[config.mk]
export PLATFORM = sky130hd
export DESIGN_NAME = cond_inv_seq_flat
export DESIGN_NICKNAME = d
export VERILOG_FILES = /design/src/rtl/cond_inv_pkg.sv /design/src/rtl/cond_inv_seq_if.sv /design/src/rtl/rr_arb2.sv /design/src/rtl/cond_inv_seq.sv /design/src/flat_wrapper.sv
export SDC_FILE = /design/constraint.sdc
export NUM_CORES = 1
export LEC_CHECK = 0
export CORE_MARGIN = 4
export CORE_UTILIZATION = 45
export CTS_CLUSTER_DIAMETER = 100
export CTS_CLUSTER_SIZE = 28
export DETAILED_ROUTE_END_ITERATION = 8
export PLACE_DENSITY_LB_ADDON = 0.12
export REMOVE_ABC_BUFFERS = 1
export SETUP_SLACK_MARGIN = 0.3
export SLEW_MARGIN = 20
export SYNTH_ARGS = -nofsm -noshare
export SYNTH_HDL_FRONTEND = slang
export SYNTH_SLANG_ARGS = --single-unit
[constraint.sdc]
create_clock -name clk -period 3.6 [get_ports clk]
set_input_delay 0.36 -clock clk [delete_from_list [all_inputs] [get_ports clk]]
set_output_delay 0.36 -clock clk [all_outputs]
set_load 0.02 [all_outputs]
[src/rtl/cond_inv_pkg.sv]
`default_nettype none
// ============================================================================
// Module      : cond_inv_pkg
// Description : Op/state enums and op-to-mask decode for the conditional
//               inverter sequencer.
// Revision    : 1.0 - initial release
// ============================================================================
package cond_inv_pkg;

    localparam int c_MAX_WIDTH = 64;

    typedef enum logic [1:0] {
        PASS  = 2'b00,
        INV   = 2'b01,
        NEG   = 2'b10,
        LOINV = 2'b11
    } op_e;

    typedef enum logic [2:0] {
        IDLE    = 3'd0,
        SETUP   = 3'd1,
        EVAL    = 3'd2,
        HOLD    = 3'd3,
        RECOVER = 3'd4
    } state_e;

    // Result is {mask, cin} right-justified; callers truncate to WIDTH+1 bits.
    function automatic logic [c_MAX_WIDTH:0] mask_of(input op_e op, input int unsigned width);
        logic [c_MAX_WIDTH:0] w_res;
        w_res = '0;
        for (int unsigned i = 0; i < c_MAX_WIDTH; i++) begin
            case (op)
                INV, NEG: w_res[i+1] = (i < width);
                LOINV:    w_res[i+1] = (i < width / 2);
                default:  w_res[i+1] = 1'b0;
            endcase
        end
        w_res[0] = (op == NEG);
        return w_res;
    endfunction

endpackage
`default_nettype wire

[src/rtl/cond_inv_seq_if.sv]
`default_nettype none
// ============================================================================
// Module      : cond_inv_seq_if
// Description : Request, datapath-drive and response bundle of the sequencer.
// Revision    : 1.0 - initial release
// ============================================================================
interface cond_inv_seq_if #(
    parameter int WIDTH = 16
);
    logic [1:0]       req_valid;
    logic [1:0]       req_ready;
    logic [1:0]       req_op0;
    logic [1:0]       req_op1;
    logic [WIDTH-1:0] req_a0;
    logic [WIDTH-1:0] req_a1;
    logic [WIDTH-1:0] dp_a;
    logic [WIDTH-1:0] dp_b;
    logic             dp_cin;
    logic             dp_phase_pos;
    logic             dp_phase_neg;
    logic             dp_capture;
    logic             rsp_valid;
    logic             rsp_id;
    logic             rsp_ready;
    logic             busy;

    // Requesters / response consumer side
    modport master (
        output req_valid, req_op0, req_op1, req_a0, req_a1, rsp_ready,
        input  req_ready, dp_a, dp_b, dp_cin, dp_phase_pos, dp_phase_neg,
               dp_capture, rsp_valid, rsp_id, busy
    );

    // Sequencer side
    modport slave (
        input  req_valid, req_op0, req_op1, req_a0, req_a1, rsp_ready,
        output req_ready, dp_a, dp_b, dp_cin, dp_phase_pos, dp_phase_neg,
               dp_capture, rsp_valid, rsp_id, busy
    );
endinterface
`default_nettype wire

[src/rtl/rr_arb2.sv]
`default_nettype none
// ============================================================================
// Module      : rr_arb2
// Description : Two-way round-robin arbiter; ties go to the requester that
//               was not served last.
// Revision    : 1.0 - initial release
// ============================================================================
module rr_arb2 (
    input  wire logic       clk,
    input  wire logic       rst,
    input  wire logic [1:0] i_req,
    output logic      [1:0] o_grant
);

    logic       r_last;
    logic [1:0] w_grant;

    always_comb begin
        w_grant = 2'b00;
        case (i_req)
            2'b01:   w_grant = 2'b01;
            2'b10:   w_grant = 2'b10;
            2'b11:   w_grant = r_last ? 2'b01 : 2'b10;
            default: w_grant = 2'b00;
        endcase
    end

    // Reset to 1 so requester 0 wins the first tie.
    always_ff @(posedge clk) begin
        if (rst) begin
            r_last <= 1'b1;
        end else if (|w_grant) begin
            r_last <= w_grant[1];
        end
    end

    assign o_grant = w_grant;

endmodule
`default_nettype wire

[src/rtl/cond_inv_seq.sv]
`default_nettype none
// ============================================================================
// Module      : cond_inv_seq
// Description : Two-port arbitrated sequencer stepping the adiabatic
//               conditional-inverter through SETUP/EVAL/HOLD/RECOVER.
// Revision    : 1.0 - initial release
// ============================================================================
module cond_inv_seq
    import cond_inv_pkg::*;
#(
    parameter int WIDTH     = 16,
    parameter int EVAL_CYC  = 2,
    parameter int RECOV_CYC = 1
) (
    input wire logic      clk,
    input wire logic      rst,
    cond_inv_seq_if.slave bus
);

    localparam int c_CNT_MAX = (EVAL_CYC > RECOV_CYC) ? EVAL_CYC : RECOV_CYC;
    localparam int c_CNT_W   = (c_CNT_MAX > 1) ? $clog2(c_CNT_MAX) : 1;
    localparam logic [c_CNT_W-1:0] c_EVAL_LAST  = c_CNT_W'(EVAL_CYC - 1);
    localparam logic [c_CNT_W-1:0] c_RECOV_LAST = c_CNT_W'(RECOV_CYC - 1);
    localparam logic [c_CNT_W-1:0] c_CNT_ONE    = c_CNT_W'(1);

    generate
        if (WIDTH % 2 != 0) begin : g_chk_width_even
            $error("cond_inv_seq: WIDTH must be even");
        end
        if (WIDTH > c_MAX_WIDTH) begin : g_chk_width_max
            $error("cond_inv_seq: WIDTH exceeds c_MAX_WIDTH");
        end
        if (EVAL_CYC < 1) begin : g_chk_eval
            $error("cond_inv_seq: EVAL_CYC must be >= 1");
        end
        if (RECOV_CYC < 1) begin : g_chk_recov
            $error("cond_inv_seq: RECOV_CYC must be >= 1");
        end
    endgenerate

    state_e             r_state;
    logic [c_CNT_W-1:0] r_cnt;
    logic [WIDTH-1:0]   r_dp_a;
    logic [WIDTH-1:0]   r_dp_b;
    logic               r_dp_cin;
    logic               r_phase_pos;
    logic               r_phase_neg;
    logic               r_capture;
    logic               r_rsp_valid;
    logic               r_rsp_id;
    logic               r_id;

    logic               w_idle;
    logic [1:0]         w_arb_req;
    logic [1:0]         w_grant;
    logic               w_accept;
    logic               w_sel_id;
    op_e                w_sel_op;
    logic [WIDTH-1:0]   w_sel_a;

    assign w_idle    = (r_state == IDLE);
    assign w_arb_req = bus.req_valid & {2{w_idle}};

    rr_arb2 u_arb (
        .clk     (clk),
        .rst     (rst),
        .i_req   (w_arb_req),
        .o_grant (w_grant)
    );

    assign w_accept = |w_grant;
    assign w_sel_id = w_grant[1];
    assign w_sel_op = w_sel_id ? op_e'(bus.req_op1) : op_e'(bus.req_op0);
    assign w_sel_a  = w_sel_id ? bus.req_a1 : bus.req_a0;

    // Outputs are registered for the state being entered, so operand and mask
    // are already stable on the first SETUP cycle and cleared on return to IDLE.
    always_ff @(posedge clk) begin
        if (rst) begin
            r_state     <= IDLE;
            r_cnt       <= '0;
            r_dp_a      <= '0;
            r_dp_b      <= '0;
            r_dp_cin    <= 1'b0;
            r_phase_pos <= 1'b0;
            r_phase_neg <= 1'b0;
            r_capture   <= 1'b0;
            r_rsp_valid <= 1'b0;
            r_rsp_id    <= 1'b0;
            r_id        <= 1'b0;
        end else begin
            r_capture <= 1'b0;
            case (r_state)
                IDLE: begin
                    if (w_accept) begin
                        r_state              <= SETUP;
                        r_dp_a               <= w_sel_a;
                        {r_dp_b, r_dp_cin}   <= (WIDTH+1)'(mask_of(w_sel_op, WIDTH));
                        r_id                 <= w_sel_id;
                    end
                end
                SETUP: begin
                    r_state     <= EVAL;
                    r_cnt       <= '0;
                    r_phase_pos <= 1'b1;
                end
                EVAL: begin
                    if (r_cnt == c_EVAL_LAST) begin
                        r_state     <= HOLD;
                        r_rsp_valid <= 1'b1;
                        r_rsp_id    <= r_id;
                        r_capture   <= 1'b1;
                    end else begin
                        r_cnt <= r_cnt + c_CNT_ONE;
                    end
                end
                HOLD: begin
                    if (bus.rsp_ready) begin
                        r_state     <= RECOVER;
                        r_rsp_valid <= 1'b0;
                        r_rsp_id    <= 1'b0;
                        r_phase_pos <= 1'b0;
                        r_phase_neg <= 1'b1;
                        r_cnt       <= '0;
                    end
                end
                RECOVER: begin
                    if (r_cnt == c_RECOV_LAST) begin
                        r_state     <= IDLE;
                        r_phase_neg <= 1'b0;
                        r_dp_a      <= '0;
                        r_dp_b      <= '0;
                        r_dp_cin    <= 1'b0;
                    end else begin
                        r_cnt <= r_cnt + c_CNT_ONE;
                    end
                end
                default: begin
                    r_state <= IDLE;
                end
            endcase
        end
    end

    assign bus.req_ready    = w_grant;
    assign bus.dp_a         = r_dp_a;
    assign bus.dp_b         = r_dp_b;
    assign bus.dp_cin       = r_dp_cin;
    assign bus.dp_phase_pos = r_phase_pos;
    assign bus.dp_phase_neg = r_phase_neg;
    assign bus.dp_capture   = r_capture;
    assign bus.rsp_valid    = r_rsp_valid;
    assign bus.rsp_id       = r_rsp_id;
    assign bus.busy         = ~w_idle;

endmodule
`default_nettype wire

[src/flat_wrapper.sv]
// flat-port wrapper written by rule: the top's interface ports become plain ports
module cond_inv_seq_flat import cond_inv_pkg::*;
#(
    parameter int WIDTH     = 16,
    parameter int EVAL_CYC  = 2,
    parameter int RECOV_CYC = 1
)
  (clk, rst, bus_req_valid, bus_req_op0, bus_req_op1, bus_req_a0, bus_req_a1, bus_rsp_ready, bus_req_ready, bus_dp_a, bus_dp_b, bus_dp_cin, bus_dp_phase_pos, bus_dp_phase_neg, bus_dp_capture, bus_rsp_valid, bus_rsp_id, bus_busy);
  cond_inv_seq_if #(.WIDTH(WIDTH)) bus_i ();
  input wire logic clk;
  input wire logic rst;
  input wire logic [$bits(bus_i.req_valid)-1:0] bus_req_valid;
  input wire logic [$bits(bus_i.req_op0)-1:0] bus_req_op0;
  input wire logic [$bits(bus_i.req_op1)-1:0] bus_req_op1;
  input wire logic [$bits(bus_i.req_a0)-1:0] bus_req_a0;
  input wire logic [$bits(bus_i.req_a1)-1:0] bus_req_a1;
  input wire logic [$bits(bus_i.rsp_ready)-1:0] bus_rsp_ready;
  output wire logic [$bits(bus_i.req_ready)-1:0] bus_req_ready;
  output wire logic [$bits(bus_i.dp_a)-1:0] bus_dp_a;
  output wire logic [$bits(bus_i.dp_b)-1:0] bus_dp_b;
  output wire logic [$bits(bus_i.dp_cin)-1:0] bus_dp_cin;
  output wire logic [$bits(bus_i.dp_phase_pos)-1:0] bus_dp_phase_pos;
  output wire logic [$bits(bus_i.dp_phase_neg)-1:0] bus_dp_phase_neg;
  output wire logic [$bits(bus_i.dp_capture)-1:0] bus_dp_capture;
  output wire logic [$bits(bus_i.rsp_valid)-1:0] bus_rsp_valid;
  output wire logic [$bits(bus_i.rsp_id)-1:0] bus_rsp_id;
  output wire logic [$bits(bus_i.busy)-1:0] bus_busy;
  assign bus_i.req_valid = bus_req_valid;
  assign bus_i.req_op0 = bus_req_op0;
  assign bus_i.req_op1 = bus_req_op1;
  assign bus_i.req_a0 = bus_req_a0;
  assign bus_i.req_a1 = bus_req_a1;
  assign bus_i.rsp_ready = bus_rsp_ready;
  assign bus_req_ready = bus_i.req_ready;
  assign bus_dp_a = bus_i.dp_a;
  assign bus_dp_b = bus_i.dp_b;
  assign bus_dp_cin = bus_i.dp_cin;
  assign bus_dp_phase_pos = bus_i.dp_phase_pos;
  assign bus_dp_phase_neg = bus_i.dp_phase_neg;
  assign bus_dp_capture = bus_i.dp_capture;
  assign bus_rsp_valid = bus_i.rsp_valid;
  assign bus_rsp_id = bus_i.rsp_id;
  assign bus_busy = bus_i.busy;
  cond_inv_seq #(.WIDTH(WIDTH), .EVAL_CYC(EVAL_CYC), .RECOV_CYC(RECOV_CYC)) u_core (.clk(clk), .rst(rst), .bus(bus_i));
endmodule
==> out/metrics.csv <==
stage,metric,value,unit
cts,CTS tree,done,
job,# Max-Cap Violations,0,
placement,Placed Area,2560,um^2
setup_path,Worst R2R Start,u_core.r_state[0]$_SDFFE_PP0P_,
cts,Clock Latency Late Sink,0.28,ns
setup_path,CP max FO,19,
timing,Setup TNS,0,ns
route,WL met3,357,um
setup_path,WS Path Type,input pin to primary output,
setup_path,crit path from,bus_req_valid[0],
route,routed wire length,4.83,mm
floorplanning,Die Span Y,72.3,um
timing,setup violators final,0,
timing,Peak Freq,367,MHz
cts,Resize count post-CTS,0,
setup_path,CP Capture Type,primary output,
synth,Synth Register Bits,30,
final_layout,"most common cell after layout, fill and taps aside",clkdlybuf4s50_1,
timing,clock skew,0.00136,ns
synth,biggest area consumer among synthesized cells,dfxtp_1,
synth,"Seq/Total Area, Yosys",0.323,
floorplanning,Die X,72.3,um
route,met1 WL,2.25,mm
synth,"Cell Area, Synth",1860,um^2
cts,clk root buf,clkbuf_8,
route,DR DRC count,0,
synth,Yosys Warn Count,0,
cts,Post-CTS Setup Bufs,0,
synth,share of the synthesized area in the top cell type,0.323,
timing,Final Slew Violations,0,
setup_path,R2R cell count,7,
power,worst vdd ir,0.368,mV
timing,final hold vios,0,
worst_hold_path,Worst Hold Class,flip-flop to flip-flop,
route,via count,1755,
final_layout,max reg flops,16,
final_layout,Final Net Count,309,
cts,hold buffers post-CTS,0,
setup_path,R2R Setup Slk,1.35,ns
timing,worst hold slack,0.458,ns
placement,dpl hpwl,3.25,mm
cts,number of CTS-inserted buffers,5,
final_layout,"commonest cells after routing, fill and taps aside","clkdlybuf4s50_1 (81), dfxtp_1 (30), inv_1 (19)",
timing,Rel. slew slack,0.509,
power,PwrDens,704,nW/um^2
global_routing,number of global-route vias before repair,1718,
timing,Tcrit/Tclk final,0.757,
route,routed len/inst,15.3,um
synth,ranking of synthesized cells by area,"dfxtp_1 (32%), o221ai_2 (8.1%), nand4b_1 (8.0%), buf_4 (6.9%), nand4_1 (5.7%)",
route,DR iter-0 viols,144,
global_routing,first-pass GRT wire length,7.85,mm
global_routing,Tot GR Track Use,0.187,
cts,htree depth,2,
final_layout,post-route cell area,2640,um^2
timing,min Tclk post-route,2.73,ns
power,P_leak,0.925,nW
power,Design Power,1.86,mW
cts,Clock Sinks,30,
global_routing,largest net degree at the start of global routing,38,
placement,gpl congestion,0.814,
final_layout,Area growth syn-to-layout,41.9,%
floorplanning,Starting Density,0.465,
timing,Slew @ Worst Pin,0.736,ns
setup_path,Worst Setup Start Kind,input pin,
setup_path,worst endpoint required time,3.24,ns
route,met2 routed WL,2.18,mm
cts,CTS Buffer Depth,2,
timing,RSZ-0062 raised after global routing,false,
final_layout,layout cells sized above 1,0.102,
global_routing,initial antenna violation count,0,
synth,cell count after synthesis,207,
synth,Syn Area/Cell,8.99,um^2
floorplanning,die area,5230,um^2
setup_path,FF-to-FF End,u_core.bus.dp_b[14]$_SDFFE_PP0P_,
cts,"CTS clk-pin slew, worst paths",0.06,ns
floorplanning,Rows,23,
placement,port bufs,81,
status,outcome,completed,
route,top sig layer,met4,
route,Pre-antenna DRT Iters,4,
route,Final ANT Viol Nets,0,
synth,synth unique cells,41,
setup_path,worst path arrival time,2.37,ns
final_layout,n_diodes,0,
route,Vias per Instance,5.57,
floorplanning,IO Pins,82,
floorplanning,Core Region,4000,um^2
setup_path,Critical Path End,bus_req_ready[1],
global_routing,total gr overflow,0,
-- worst min path at each step --
stage                                                  from                           endpoint  slack (ns)  cells after the start
after floorplan                                         rst   u_core.bus.dp_b[14]$_SDFFE_PP0P_        0.43                      1
after global placement    u_core.bus.rsp_valid$_SDFFE_PP0P_  u_core.bus.rsp_valid$_SDFFE_PP0P_        0.45                      2
after detailed placement  u_core.bus.rsp_valid$_SDFFE_PP0P_  u_core.bus.rsp_valid$_SDFFE_PP0P_        0.45                      2
after CTS                 u_core.bus.rsp_valid$_SDFFE_PP0P_  u_core.bus.rsp_valid$_SDFFE_PP0P_        0.46                      2
after global routing      u_core.bus.rsp_valid$_SDFFE_PP0P_  u_core.bus.rsp_valid$_SDFFE_PP0P_        0.50                      2
final                     u_core.bus.rsp_valid$_SDFFE_PP0P_  u_core.bus.rsp_valid$_SDFFE_PP0P_        0.46                      2
-- metrics by stage --
step                setup slack [ns]  std cells  utilization
finish                         0.874        315        0.661
global route                   0.747        315        0.661
CTS                            0.873        315        0.661
detailed placement             0.871        309        0.640
global placement               0.896        309        0.640
floorplan                      0.369        174            -
-- area by class of cell --
class | count | area [um^2]
Clock buffer | 6 | 82.6
Inverter | 20 | 75.1
Sequential cell | 30 | 601
Tap cell | 50 | 62.6
Multi-Input combinational cell | 124 | 981
Fill cell | 349 | 1360
Timing Repair Buffer | 85 | 841
-- cell usage after synthesis --
cell type / count
a22oi_1: 1
nand2_1: 3
o21bai_4: 1
o31ai_1: 2
a221oi_1: 1
nor3b_1: 2
a211oi_1: 1
ha_1: 2
o21ai_0: 5
a21oi_1: 7
o21a_1: 1
o22ai_1: 1
nand4_1: 17
nand3_2: 1
clkbuf_1: 7
nor2_1: 4
o221ai_2: 10
buf_6: 2
a21oi_2: 1
nand2b_1: 1
nor3_1: 1
o221ai_1: 6
dfxtp_1: 30
nand3_1: 2
and3_1: 2
a211o_1: 2
mux2_1: 1
or4b_4: 1
nand4bb_1: 1
mux2i_1: 3
inv_2: 1
nand4b_1: 17
o21bai_1: 2
nor3_2: 2
or2_1: 1
inv_1: 19
buf_4: 17
nor2b_1: 17
nand3b_1: 3
a31oi_1: 2
buf_2: 7
-- layer usage --
layer	vias to the layer above	global-route usage
met3	7	0.0416
met5	-	0
met2	66	0.306
met1	812	0.244
li1	870	-
met4	0	0.0564
-- power by group --
| group | internal (mW) | total [mW] | switching (mW) |
|---|---|---|---|
| clock | 0.147 | 0.267 | 0.120 |
| sequential | 0.439 | 0.563 | 0.124 |
| combinational | 0.475 | 1.03 | 0.555 |
| total | 1.06 | 1.86 | 0.799 |
-- worst max-delay path, stage by stage --
cell and delay (ns):
clkdlybuf4s50_1 0.49, nand2_1 0.10, buf_4 0.23, nand3_2 0.14, inv_2 0.36, clkdlybuf4s50_1 0.69
-- cells by family after synthesis --
family                     synth area share
and+or+nand+nor                       0.280
buffers and inverters                 0.154
DFF                                   0.323
muxes                                0.0222
adders and majority gates            0.0134
AOI/OAI and AO/OA                     0.208
Power figures use the tool's default switching activity.
